--- src/rtl/card_row_renderer.sv ---
// Renders a row of playing cards on the VGA raster with a frame-paced deal-reveal animation.
// Two-cycle pixel pipeline: address/classify in cycle N, font bit select and colour register in N+1.
module card_row_renderer #(
  parameter int NUM_CARDS     = 4,
  parameter int CARD_W        = 100,
  parameter int CARD_H        = 150,
  parameter int CARD_GAP      = 50,
  parameter int ROW_X0        = 50,
  parameter int ROW_Y0        = 170,
  parameter int RANK_SCALE    = 2,
  parameter int SUIT_SCALE    = 4,
  parameter int REVEAL_FRAMES = 30,
  localparam int REVW         = $clog2(NUM_CARDS + 1),
  localparam int FW           = $clog2(REVEAL_FRAMES + 1)
) (
  input  logic                   clk,
  input  logic                   reset_n,
  input  logic [9:0]             DrawX,
  input  logic [9:0]             DrawY,
  input  logic                   frame_start,
  input  logic                   start_reveal,
  input  logic [4*NUM_CARDS-1:0] card_rank,
  input  logic [2*NUM_CARDS-1:0] card_suit,
  input  logic [7:0]             font_data,
  output logic [10:0]            font_address,
  output logic [3:0]             Red,
  output logic [3:0]             Green,
  output logic [3:0]             Blue,
  output logic                   reveal_done,
  output logic [1:0]             dbg_state,
  output logic [REVW-1:0]        dbg_revealed,
  output logic [FW-1:0]          dbg_fcnt
);

  localparam int RLOG = $clog2(RANK_SCALE);
  localparam int SLOG = $clog2(SUIT_SCALE);
  localparam int RBX  = 10;
  localparam int RBY  = 10;
  localparam int RBW  = 8 * RANK_SCALE;
  localparam int RBH  = 16 * RANK_SCALE;
  localparam int SBX  = (CARD_W - 8 * SUIT_SCALE) / 2;
  localparam int SBY  = (CARD_H - 16 * SUIT_SCALE) / 2;
  localparam int SBW  = 8 * SUIT_SCALE;
  localparam int SBH  = 16 * SUIT_SCALE;

  localparam logic [1:0] CLS_BG    = 2'd0;
  localparam logic [1:0] CLS_BACK  = 2'd1;
  localparam logic [1:0] CLS_FACE  = 2'd2;
  localparam logic [1:0] CLS_GLYPH = 2'd3;

  typedef enum logic [1:0] {
    IDLE   = 2'd0,
    REVEAL = 2'd1,
    DONE   = 2'd2
  } state_t;

  state_t          state, state_n;
  logic [REVW-1:0] revealed, revealed_n;
  logic [FW-1:0]   fcnt, fcnt_n;

  function automatic int card_x0(input int i);
    return ROW_X0 + i * (CARD_W + CARD_GAP);
  endfunction

  // Returns 0 for ranks that have no glyph.
  function automatic logic [6:0] rank_code(input logic [3:0] r);
    case (r)
      4'd1:    return 7'h41;
      4'd2, 4'd3, 4'd4, 4'd5, 4'd6, 4'd7, 4'd8, 4'd9:
               return 7'h30 + {3'b000, r};
      4'd10:   return 7'h54;
      4'd11:   return 7'h4A;
      4'd12:   return 7'h51;
      4'd13:   return 7'h4B;
      default: return 7'h00;
    endcase
  endfunction

  function automatic logic [6:0] suit_code(input logic [1:0] s);
    case (s)
      2'd0:    return 7'h06;
      2'd1:    return 7'h03;
      2'd2:    return 7'h04;
      default: return 7'h05;
    endcase
  endfunction

  // ---------------- reveal sequencer ----------------
  always_comb begin
    state_n    = state;
    revealed_n = revealed;
    fcnt_n     = fcnt;
    if (start_reveal) begin
      state_n    = REVEAL;
      revealed_n = '0;
      fcnt_n     = '0;
    end else if (state == REVEAL && frame_start) begin
      if (fcnt == FW'(REVEAL_FRAMES - 1)) begin
        fcnt_n     = '0;
        revealed_n = revealed + 1'b1;
        if (revealed_n == REVW'(NUM_CARDS)) state_n = DONE;
      end else begin
        fcnt_n = fcnt + 1'b1;
      end
    end
  end

  always_ff @(posedge clk or negedge reset_n) begin
    if (!reset_n) begin
      state       <= IDLE;
      revealed    <= '0;
      fcnt        <= '0;
      reveal_done <= 1'b0;
    end else begin
      state       <= state_n;
      revealed    <= revealed_n;
      fcnt        <= fcnt_n;
      reveal_done <= (state_n == DONE);
    end
  end

  assign dbg_state    = state;
  assign dbg_revealed = revealed;
  assign dbg_fcnt     = fcnt;

  // ---------------- pixel stage 0: locate card ----------------
  logic       hit, face_up;
  logic [3:0] rank;
  logic [1:0] suit;
  int         dx, dy;

  always_comb begin
    hit     = 1'b0;
    face_up = 1'b0;
    rank    = '0;
    suit    = '0;
    dx      = 0;
    dy      = 0;
    for (int i = 0; i < NUM_CARDS; i++) begin
      if (int'(DrawX) >= card_x0(i) && int'(DrawX) < card_x0(i) + CARD_W &&
          int'(DrawY) >= ROW_Y0 && int'(DrawY) < ROW_Y0 + CARD_H) begin
        hit     = 1'b1;
        face_up = (i < int'(revealed));
        rank    = card_rank[4*i +: 4];
        suit    = card_suit[2*i +: 2];
        dx      = int'(DrawX) - card_x0(i);
        dy      = int'(DrawY) - ROW_Y0;
      end
    end
  end

  // ---------------- pixel stage 0: glyph box and font address ----------------
  logic       in_rank, in_suit, glyph, is_red;
  logic [6:0] code;
  logic [3:0] row;
  logic [2:0] col;
  logic [1:0] cls;

  always_comb begin
    in_rank = hit && face_up && (rank_code(rank) != 7'h00) &&
              dx >= RBX && dx < RBX + RBW && dy >= RBY && dy < RBY + RBH;
    in_suit = hit && face_up &&
              dx >= SBX && dx < SBX + SBW && dy >= SBY && dy < SBY + SBH;
    glyph   = in_rank || in_suit;
    is_red  = (suit == 2'd1) || (suit == 2'd2);
    code    = '0;
    row     = '0;
    col     = '0;
    if (in_rank) begin
      code = rank_code(rank);
      row  = 4'((dy - RBY) >> RLOG);
      col  = 3'((dx - RBX) >> RLOG);
    end else if (in_suit) begin
      code = suit_code(suit);
      row  = 4'((dy - SBY) >> SLOG);
      col  = 3'((dx - SBX) >> SLOG);
    end
    font_address = glyph ? {code, row} : 11'h000;
    cls = CLS_BG;
    if (hit) cls = !face_up ? CLS_BACK : (glyph ? CLS_GLYPH : CLS_FACE);
  end

  // ---------------- stage 1 registers ----------------
  // s1_valid keeps the colour output black until the first real pixel has crossed the pipeline.
  logic       s1_valid, s1_red;
  logic [1:0] s1_cls;
  logic [2:0] s1_bit;

  always_ff @(posedge clk or negedge reset_n) begin
    if (!reset_n) begin
      s1_valid <= 1'b0;
      s1_cls   <= CLS_BG;
      s1_bit   <= '0;
      s1_red   <= 1'b0;
    end else begin
      s1_valid <= 1'b1;
      s1_cls   <= cls;
      s1_bit   <= 3'd7 - col;
      s1_red   <= is_red;
    end
  end

  // ---------------- stage 2: colour ----------------
  logic [11:0] rgb;

  always_ff @(posedge clk or negedge reset_n) begin
    if (!reset_n) begin
      rgb <= 12'h000;
    end else if (!s1_valid) begin
      rgb <= 12'h000;
    end else begin
      case (s1_cls)
        CLS_GLYPH: rgb <= font_data[s1_bit] ? (s1_red ? 12'hF00 : 12'h000) : 12'hFFF;
        CLS_FACE:  rgb <= 12'hFFF;
        CLS_BACK:  rgb <= 12'h22A;
        default:   rgb <= 12'h362;
      endcase
    end
  end

  assign Red   = rgb[11:8];
  assign Green = rgb[7:4];
  assign Blue  = rgb[3:0];

endmodule

--- config.mk ---
export PLATFORM = sky130hd
export DESIGN_NAME = card_row_renderer
export DESIGN_NICKNAME = d
export VERILOG_FILES = /design/src/rtl/card_row_renderer.sv
export SDC_FILE = /design/constraint.sdc
export NUM_CORES = 1
export LEC_CHECK = 0
export ABC_AREA = 1
export BUFFER_PORTS_ARGS = -buffer_cell sky130_fd_sc_hd__buf_2
export CAP_MARGIN = 20
export CORE_AREA = 3 3 117 141
export CTS_BUF_LIST = sky130_fd_sc_hd__clkbuf_16
export DETAILED_ROUTE_END_ITERATION = 6
export DIE_AREA = 0 0 120 144
export GPL_TIMING_DRIVEN = 0
export PLACE_DENSITY = 0.44
export SKIP_LAST_GASP = 1
export SYNTH_ARGS = -nofsm -noshare
export SYNTH_HDL_FRONTEND = slang
export SYNTH_SLANG_ARGS = --single-unit
--- constraint.sdc ---
create_clock -name clk -period 3 [get_ports clk]
set_input_delay 0 -clock clk [delete_from_list [all_inputs] [get_ports clk]]
set_output_delay 0 -clock clk [all_outputs]
set_load 0.02 [all_outputs]
; ---- Word-level counts from Yosys, hierarchy flattened
; Index checks and enable logic that the tools add are counted.
[totals]
ff_bits = 30
in_bits = 56
wordCells = 150
[classes]
addsub = 13
n_lt_le_gt_ge = 23
n_eq_ne = 22
n_mux = 52
reduce_logical = 31
[op_table]
columns = op, n
row1 = 32-bit 2-to-1 mux, 8
row2 = "32-bit by 5-bit >= comparator with 1-bit output, second input constant", 2
row3 = "32-bit by 7-bit >= comparator with 1-bit output, second input constant", 2
row4 = "32-bit by 8-bit < comparator with 1-bit output, second input constant", 2
row5 = 7-bit one-hot mux with 6 select lines, 1
row6 = 12-bit 2-to-1 mux, 3
row7 = 12-bit one-hot mux with 3 select lines, 1
row8 = "32-bit by 6-bit < comparator with 1-bit output, second input constant", 1
row9 = "32-bit by 7-bit < comparator with 1-bit output, second input constant", 1
row10 = "10-bit by 9-bit < comparator with 1-bit output, second input constant", 3
row11 = "4-bit equality test, second input constant", 6
row12 = 4-bit 2-to-1 mux, 6
row13 = 1-bit logical AND, 23
row14 = "10-bit by 8-bit subtractor with 11-bit output, second input constant", 2
row15 = "10-bit by 9-bit subtractor with 11-bit output, second input constant", 2
row16 = "10-bit by 8-bit >= comparator with 1-bit output, second input constant", 2
row17 = "10-bit by 9-bit >= comparator with 1-bit output, second input constant", 2
row18 = 2-bit 2-to-1 mux, 10
row19 = 3-bit 2-to-1 mux, 6
row20 = "4-bit by 3-bit equality test with 1-bit output, second input constant", 4
row21 = 5-bit 2-to-1 mux, 3
row22 = 11-bit 2-to-1 mux, 1
row23 = "10-bit by 6-bit subtractor with 11-bit output, second input constant", 1
row24 = "10-bit by 6-bit >= comparator with 1-bit output, second input constant", 1
row25 = other kinds (29), 48

; ---- Depth between registers and ports, before layout
; Gate-level depths: netlist (run 1).
[depth]
word_depth = 21
depth_mapped = 24

; ---- Worst setup path before layout (run 1)
; OpenSTA, ideal clock, no wires.
[synth_path]
path_type = input to output
startpoint = in DrawX[1]
endpoint = out font_address[3]
arrival_ps = 2500
t_required_ps = 3000
slack_ps = 500
path_stages = 18
n_path_buf = 1
cell_sequence = clkbuf_1 -> inv_1 -> ha_1 -> o21ai_1 -> nand2_1 -> nand3_2 -> nand3_2 -> nand2_4 -> inv_2 -> nand2_4 -> nand2_1 -> ha_1 -> nand3_1 -> nand2_1 -> nand3_1 -> nand2_1 -> xor2_1 -> o21ai_1
[synth_via]
elab_chain_len = 19
[synth_rtl]
columns = element, line_no
row1 = start: declaration, 18  ; input logic [9:0] DrawX,
row2 = branches (longest 18 deep; another with 10-bit by 6-bit >= comparator with 1-bit output), --
row3 = 11-bit 2-to-1 mux *, 178  ; font_address = glyph ? {code, row} : 11'h000;
row4 = end: declaration, 25  ; output logic [10:0] font_address,
; Every way passes the cells marked *.

; ---- Final worst setup path (run 1)
[layout_path]
startpoint = in DrawX[3]
endpoint = out font_address[1]
; Same word-level chain as after synthesis.

==> results of run 1 <==
## layer usage
metal,track usage [%],share of wire (%),vias to the layer above
li1,-,-,2111
met1,17.5,47,1777
met2,23.1,48,106
met3,1.10,4.2,6
met4,2.41,0.87,0
met5,0,0,-
## worst min path at each step
stage | cells after the start | start | endpoint | slack [ns]
3_3_place_gp | 1 | reset_n | dbg_fcnt[2] | 0.01
6_report | 5 | frame_start | dbg_fcnt[0] | 0.22
4_1_cts | 5 | frame_start | dbg_fcnt[0] | 0.22
3_5_place_dp | 1 | reset_n | dbg_fcnt[3] | 0.03
5_1_grt | 5 | frame_start | dbg_fcnt[0] | 0.23
2_1_floorplan | 0 | reset_n | dbg_fcnt[0] | -0.30
## flip-flops by register name (all words and copies together), names as in the netlist
signal / flops
dbg_fcnt: 5
dbg_revealed: 3
dbg_state: 2
reveal_done: 1
rgb: 7
s1_bit: 3
s1_cls: 2
s1_red: 1
s1_valid: 1
## cell families after synthesis
| group | count (synthesis) | synth area share, % |
|---|---|---|
| buf+inv | 98 | 11.6 |
| compound gates | 69 | 11.7 |
| flops | 25 | 16.6 |
| simple gates | 359 | 45.8 |
| xor+xnor | 21 | 4.88 |
| fa+ha+maj | 28 | 9.30 |
| other cells | 1 | 0.0996 |
## synth_stat cells, types with 2 or more instances
library cell	count	area, um^2
nand2_1	170	638
nor2_1	74	278
inv_1	69	259
nand3_1	53	265
ha_1	28	350
dfrtp_1	25	626
a21oi_1	24	120
xor2_1	19	166
o21ai_0	15	75.1
inv_2	12	45.0
nand2_2	10	62.6
nand4_1	10	62.6
o21ai_1	8	40.0
nor2_4	7	78.8
buf_6	6	67.6
nand3_2	6	60.1
nand3_4	6	105
buf_4	5	37.5
nand3b_1	5	37.5
nor3_1	5	25.0
nand2_4	4	45.0
a21oi_4	3	48.8
buf_2	3	15.0
nor2_2	3	18.8
o22ai_1	3	18.8
a21boi_0	2	15.0
a21oi_2	2	17.5
and3_1	2	12.5
o21ai_2	2	17.5
xnor2_1	2	17.5
## worst max-delay path, cell delays in order
cell	delay (ns)
buf_2	0.18
inv_4	0.12
ha_2	0.22
nand2_1	0.06
a21oi_1	0.21
nand2_1	0.11
nand2_1	0.10
nand2_1	0.09
nor2_4	0.18
buf_4	0.15
nor2_4	0.04
nand2_4	0.07
buf_6	0.16
o21ai_2	0.07
and3_1	0.15
nand2_1	0.05
nand2_1	0.10
nor3_4	0.32
nand3_1	0.13
o21ai_1	0.10
buf_2	0.18
## stage by stage
step / utilization [%] / hold WS, ns / TNS, ns
after floorplan: - / -0.296 / 0
after global placement: 29.4 / 0.0128 / -2.23
after detailed placement: 29.4 / 0.0295 / -3.02
after CTS: 30.1 / 0.216 / 0
after global routing: 30.7 / 0.233 / -0.0103
final: 30.7 / 0.217 / 0
## power breakdown
group	switching (uW)	leakage, uW	internal [uW]
logic	447	0.00214	244
registers	29.5	0.000310	374
clock network	113	0.0000409	179
total	589	0.00249	798
## what timing repair did
action                     4_1_cts  5_1_grt
setup endpoints to repair       11       11
gates resized for setup          2       11
hold endpoints to repair        26        0
setup buffers                    0        6
hold buffers                     2        0
pin swaps                        1        6
## cell type report
cell class | count | area share, %
Multi-Input combinational cell | 478 | 59.1
Timing Repair Buffer | 95 | 10.8
Clock inverter | 1 | 0.108
Tap cell | 204 | 5.49
Sequential cell | 25 | 13.5
Inverter | 83 | 6.81
Buffer | 14 | 2.59
Clock buffer | 3 | 1.62
==> out/results.tsv, run 1 <==
metric	value	unit
outcome	finished clean	
initial antenna violation count	0	
area of the die	17300	um^2
final instance area	4650	um^2
max-cap violation count	0	
worst hold path type	in2reg	
Max VDD drop	0.000142	V
Max clock buf depth	2	
PortBufs	87	
Routed Antenna Nets	0	
H-tree depth	1	
CP Data Arrival Time	2.81	ns
dpl cell area	4460	um^2
Worst Setup EP	font_address[1]	
Net Count, Synth	685	
Die X-Extent	120	um
# nets final	784	
floorplan row count	49	
Tmin final	2.81	ns
Syn Std Cell Area	3770	um^2
first-pass GRT wire length	18800	um
Worst Path Required	3.00	ns
Setup crit end kind	primary output	
most frequent cells in the layout	nand2_1, buf_2, nor2_1, inv_1, nand3_1	
GP Congestion	0.865	
DR WL/cell	12.8	um
asr flop ratio synth	100	%
total track usage	13.0	%
Initial Utilization	24.9	%
r2r worst-path depth	11	
Worst Skew	0.00336	ns
layout cells sized above 1	25.6	%
DRC viols	0	
post-synthesis sequential area ratio	16.6	%
dpl cells	892	
largest net degree at the start of global routing	26	
Pre-Repair DR Iteration Count	4	
Final HPWL DP	9620	um
commonest non-fill, non-tap cell in the layout	nand2_1	
RSZ-0062 raised after global routing	true	
Vias/cell	4.43	
slew at the pin closest to its max-slew limit	0.569	ns
die height	144	um
Place WS	-0.270	ns
worst-path fanout max	10	
TritonCTS clock tree	done	
Relative slew margins	62.1	%
synthesized flop and latch total	25	
Post-synth EDFFs	0	
Setup crit start	DrawX[3]	
post-route clock period utilization	93.6	%
P&R area growth vs syn	23.4	%
vias in the first global route	3828	
Post-Synthesis Cells	601	
sequential cell area	626	um^2
Setup WS post-layout	0.191	ns
Most used DFF post-synth	dfrtp_1	
Num CTS Buffers	3	
via count	4000	
Startpoint Class	primary input	
Crit Path Class	in2out	
leak pwr	0.00249	uW
CTS root buf	clkbuf_16	
reg2reg setup slack	1.22	ns
clk sinks	25	
Final Hold Vio Count	0	
CORE AREA	15100	um^2
PD cells	298	nW/um^2
grt total ovfl	0	
CTS clock-pin slew for the worst setup and hold paths	0.06	ns
starting DRC count in detailed routing	245	
r2r endpoint	s1_bit[2]	
Distinct cells, synth	48	
area of the multi-input gates	2750	um^2
clk_lat worst skew	0.25	ns
diode count	0	
Fmax achieved	356	MHz
max-slew violation count	0	
launch point of the worst reg-to-reg path	dbg_revealed[0]	
Top-Level Pins	90	
fill count	1713	
syn_area_per_cell	6.27	um^2
WL final	11600	um
final cell count without fillers	903	
synth warn	0	
final setup vio count	0	
Design Power	1390	uW
(Power assumes the default switching activity.)
==> run 2, diff against run 1 <==
--- a/config.mk
+++ b/config.mk
@@ -8,10 +8,10 @@
 export ABC_AREA = 1
 export BUFFER_PORTS_ARGS = -buffer_cell sky130_fd_sc_hd__buf_2
 export CAP_MARGIN = 20
-export CORE_AREA = 3 3 117 141
+export CORE_AREA = 3 3 127 129
 export CTS_BUF_LIST = sky130_fd_sc_hd__clkbuf_16
 export DETAILED_ROUTE_END_ITERATION = 6
-export DIE_AREA = 0 0 120 144
+export DIE_AREA = 0 0 130 132
 export GPL_TIMING_DRIVEN = 0
 export PLACE_DENSITY = 0.44
 export SKIP_LAST_GASP = 1
==> run 2 against run 1 <==
Compared with the run above: global-route usage decreased by 0.11 points; worst setup slack gained 0.028 ns; routed wire length down 0.89%; cell area increased by 0.78%; flip-flop and latch count unchanged; critical endpoint is now font_address[6]; hold slack better by 0.0013 ns; non-clock buffer count increased by 7; combinational power increased by 0.7%; via count is 0.70% higher; critical path type unchanged.
==> out/results.tsv, run 2 (synthesis results as in run 1) <==
metric	value	unit	change
H-tree depth	1		unchanged
RSZ-0062 raised after global routing	false		
final core occ	30.9	%	+0.23 points
r2r endpoint	s1_bit[2]		
Vias/cell	4.51		+1.7%
Max clock buf depth	2		unchanged
Pre-Repair DR Iteration Count	5		+1
Worst Hold End	dbg_fcnt[0]		
DR WL/cell	12.8	um	+0.11%
GP Congestion	0.869		+0.40%
initial antenna violation count	0		unchanged
CP Data Arrival Time	2.78	ns	-0.03 ns
Num CTS Buffers	3		unchanged
outcome	finished clean		
dpl cells	876		-1.8%
Startpoint Class	primary input		
Design Power	1400	uW	+1.2%
first-pass GRT wire length	18500	um	-1.7%
Max VDD drop	0.000199	V	+40%
DRC viols	0		unchanged
post-route clock period utilization	92.7	%	-0.94 points
Fmax achieved	360	MHz	+1.0%
Final HPWL DP	9440	um	-2.0%
max reg flops	7		unchanged
Die X-Extent	130	um	+8.3%
area of the die	17200	um^2	-0.69%
Setup WS post-layout	0.219	ns	+0.0282 ns
largest net degree at the start of global routing	26		unchanged
most frequent cells in the layout	nand2_1, buf_2, nor2_1, inv_1, nand3_1		
# nets final	791		+0.89%
hold path cells	5		unchanged
TritonCTS clock tree	done		
r2r worst-path depth	12		+1
CTS root buf	clkbuf_16		
Crit Path Class	in2out		
worst-path fanout max	10		unchanged
diode count	0		unchanged
final cell count without fillers	894		-1.0%
Final Hold Vio Count	0		unchanged
clk_lat worst skew	0.26	ns	about the same
clk sinks	25		unchanged
launch point of the worst reg-to-reg path	dbg_revealed[0]		
CTS clock-pin slew for the worst setup and hold paths	0.07	ns	about the same
Worst Skew	0.00255	ns	-0.000815 ns
via count	4028		+0.70%
total track usage	12.9	%	-0.11 points
leak pwr	0.00251	uW	+0.91%
worst hold path type	in2reg		
hold path startpoint	frame_start		
reg2reg setup slack	1.11	ns	-0.11 ns
Top-Level Pins	90		unchanged
slew at the pin closest to its max-slew limit	0.569	ns	+0.000649 ns
grt total ovfl	0		unchanged
WL final	11500	um	-0.89%
starting DRC count in detailed routing	225		-8.2%
max-slew violation count	0		unchanged
Routed Antenna Nets	0		unchanged
Relative slew margins	62.0	%	about the same
layout cells sized above 1	26.3	%	+0.74 points
floorplan row count	45		-8.2%
Worst Path Required	3.00	ns	about the same
vias in the first global route	3792		-0.94%
P&R area growth vs syn	24.3	%	
die height	132	um	-8.3%
Initial Utilization	24.9	%	about the same
Setup crit end kind	primary output		
Tmin final	2.78	ns	-0.0282 ns
Place WS	-0.297	ns	-0.0267 ns
PD cells	300	nW/um^2	+0.42%
PortBufs	87		unchanged
Biggest register	rgb		
final setup vio count	0		unchanged
commonest non-fill, non-tap cell in the layout	nand2_1		
CORE AREA	15100	um^2	about the same
max-cap violation count	0		unchanged
## run 2: how the worst max path moves through the flow
| stage | start | endpoint |
|---|---|---|
| 2_1_floorplan | DrawX[1] | font_address[3] |
| 3_3_place_gp | DrawX[1] | font_address[4] |
| 3_5_place_dp | DrawX[1] | font_address[4] |
| 4_1_cts | DrawX[2] | font_address[4] |
| 5_1_grt | DrawX[3] | font_address[4] |
| 6_report | DrawX[2] | font_address[6] |
## run 2: worst max-delay path: stages
cell and delay, ns:
buf_2 0.17, clkinvlp_4 0.18, ha_2 0.24, o21ai_2 0.21
nand2_1 0.15, nand3_4 0.17, nand3_4 0.13, nand2_4 0.10
inv_2 0.04, nand2_4 0.08, buf_6 0.16, o21ai_2 0.07
and3_1 0.15, nand2_1 0.05, nand2_1 0.10, nor3_4 0.33
nand3_1 0.13, o21ai_1 0.10, buf_2 0.18
## run 2: where the power goes
part | switching, uW | leakage [uW] | internal, uW
registers | 30.4 | 0.000310 | 374
logic | 447 | 0.00216 | 250
clock network | 121 | 0.0000371 | 181
## run 2: per-layer routing
layer	routed length (um)	GRT usage (%)	vias to the layer above
met2	5130	20.8	95
met4	87	1.96	0
met3	523	1.01	8
met5	0	0	-
met1	5720	19.2	1799
li1	-	-	2126
## run 2: final cells by class
type | count | area, um^2
Buffer | 14 | 124
Clock buffer | 3 | 75.1
Clock inverter | 1 | 7.51
Fill cell | 1677 | 10500
Inverter | 83 | 320
Multi-Input combinational cell | 478 | 2740
Sequential cell | 25 | 626
Tap cell | 188 | 235
Timing Repair Buffer | 102 | 556
## run 2: timing repair
action,in CTS,in global routing
setup endpoints to repair,11,11
buffers inserted,0,13
hold buffers,2,0
resized for setup,2,11
pin swaps,0,6
hold endpoints to repair,27,0
gates cloned,0,0
## run 2: through the flow
stage | TNS, ns | instance area, um^2 | hold WS, ns
2_1_floorplan | 0 | 3770 | -0.296
3_3_place_gp | -2.56 | 4440 | 0.0227
3_5_place_dp | -2.72 | 4440 | 0.0284
4_1_cts | 0 | 4540 | 0.214
5_1_grt | 0 | 4680 | 0.247
6_report | 0 | 4680 | 0.218
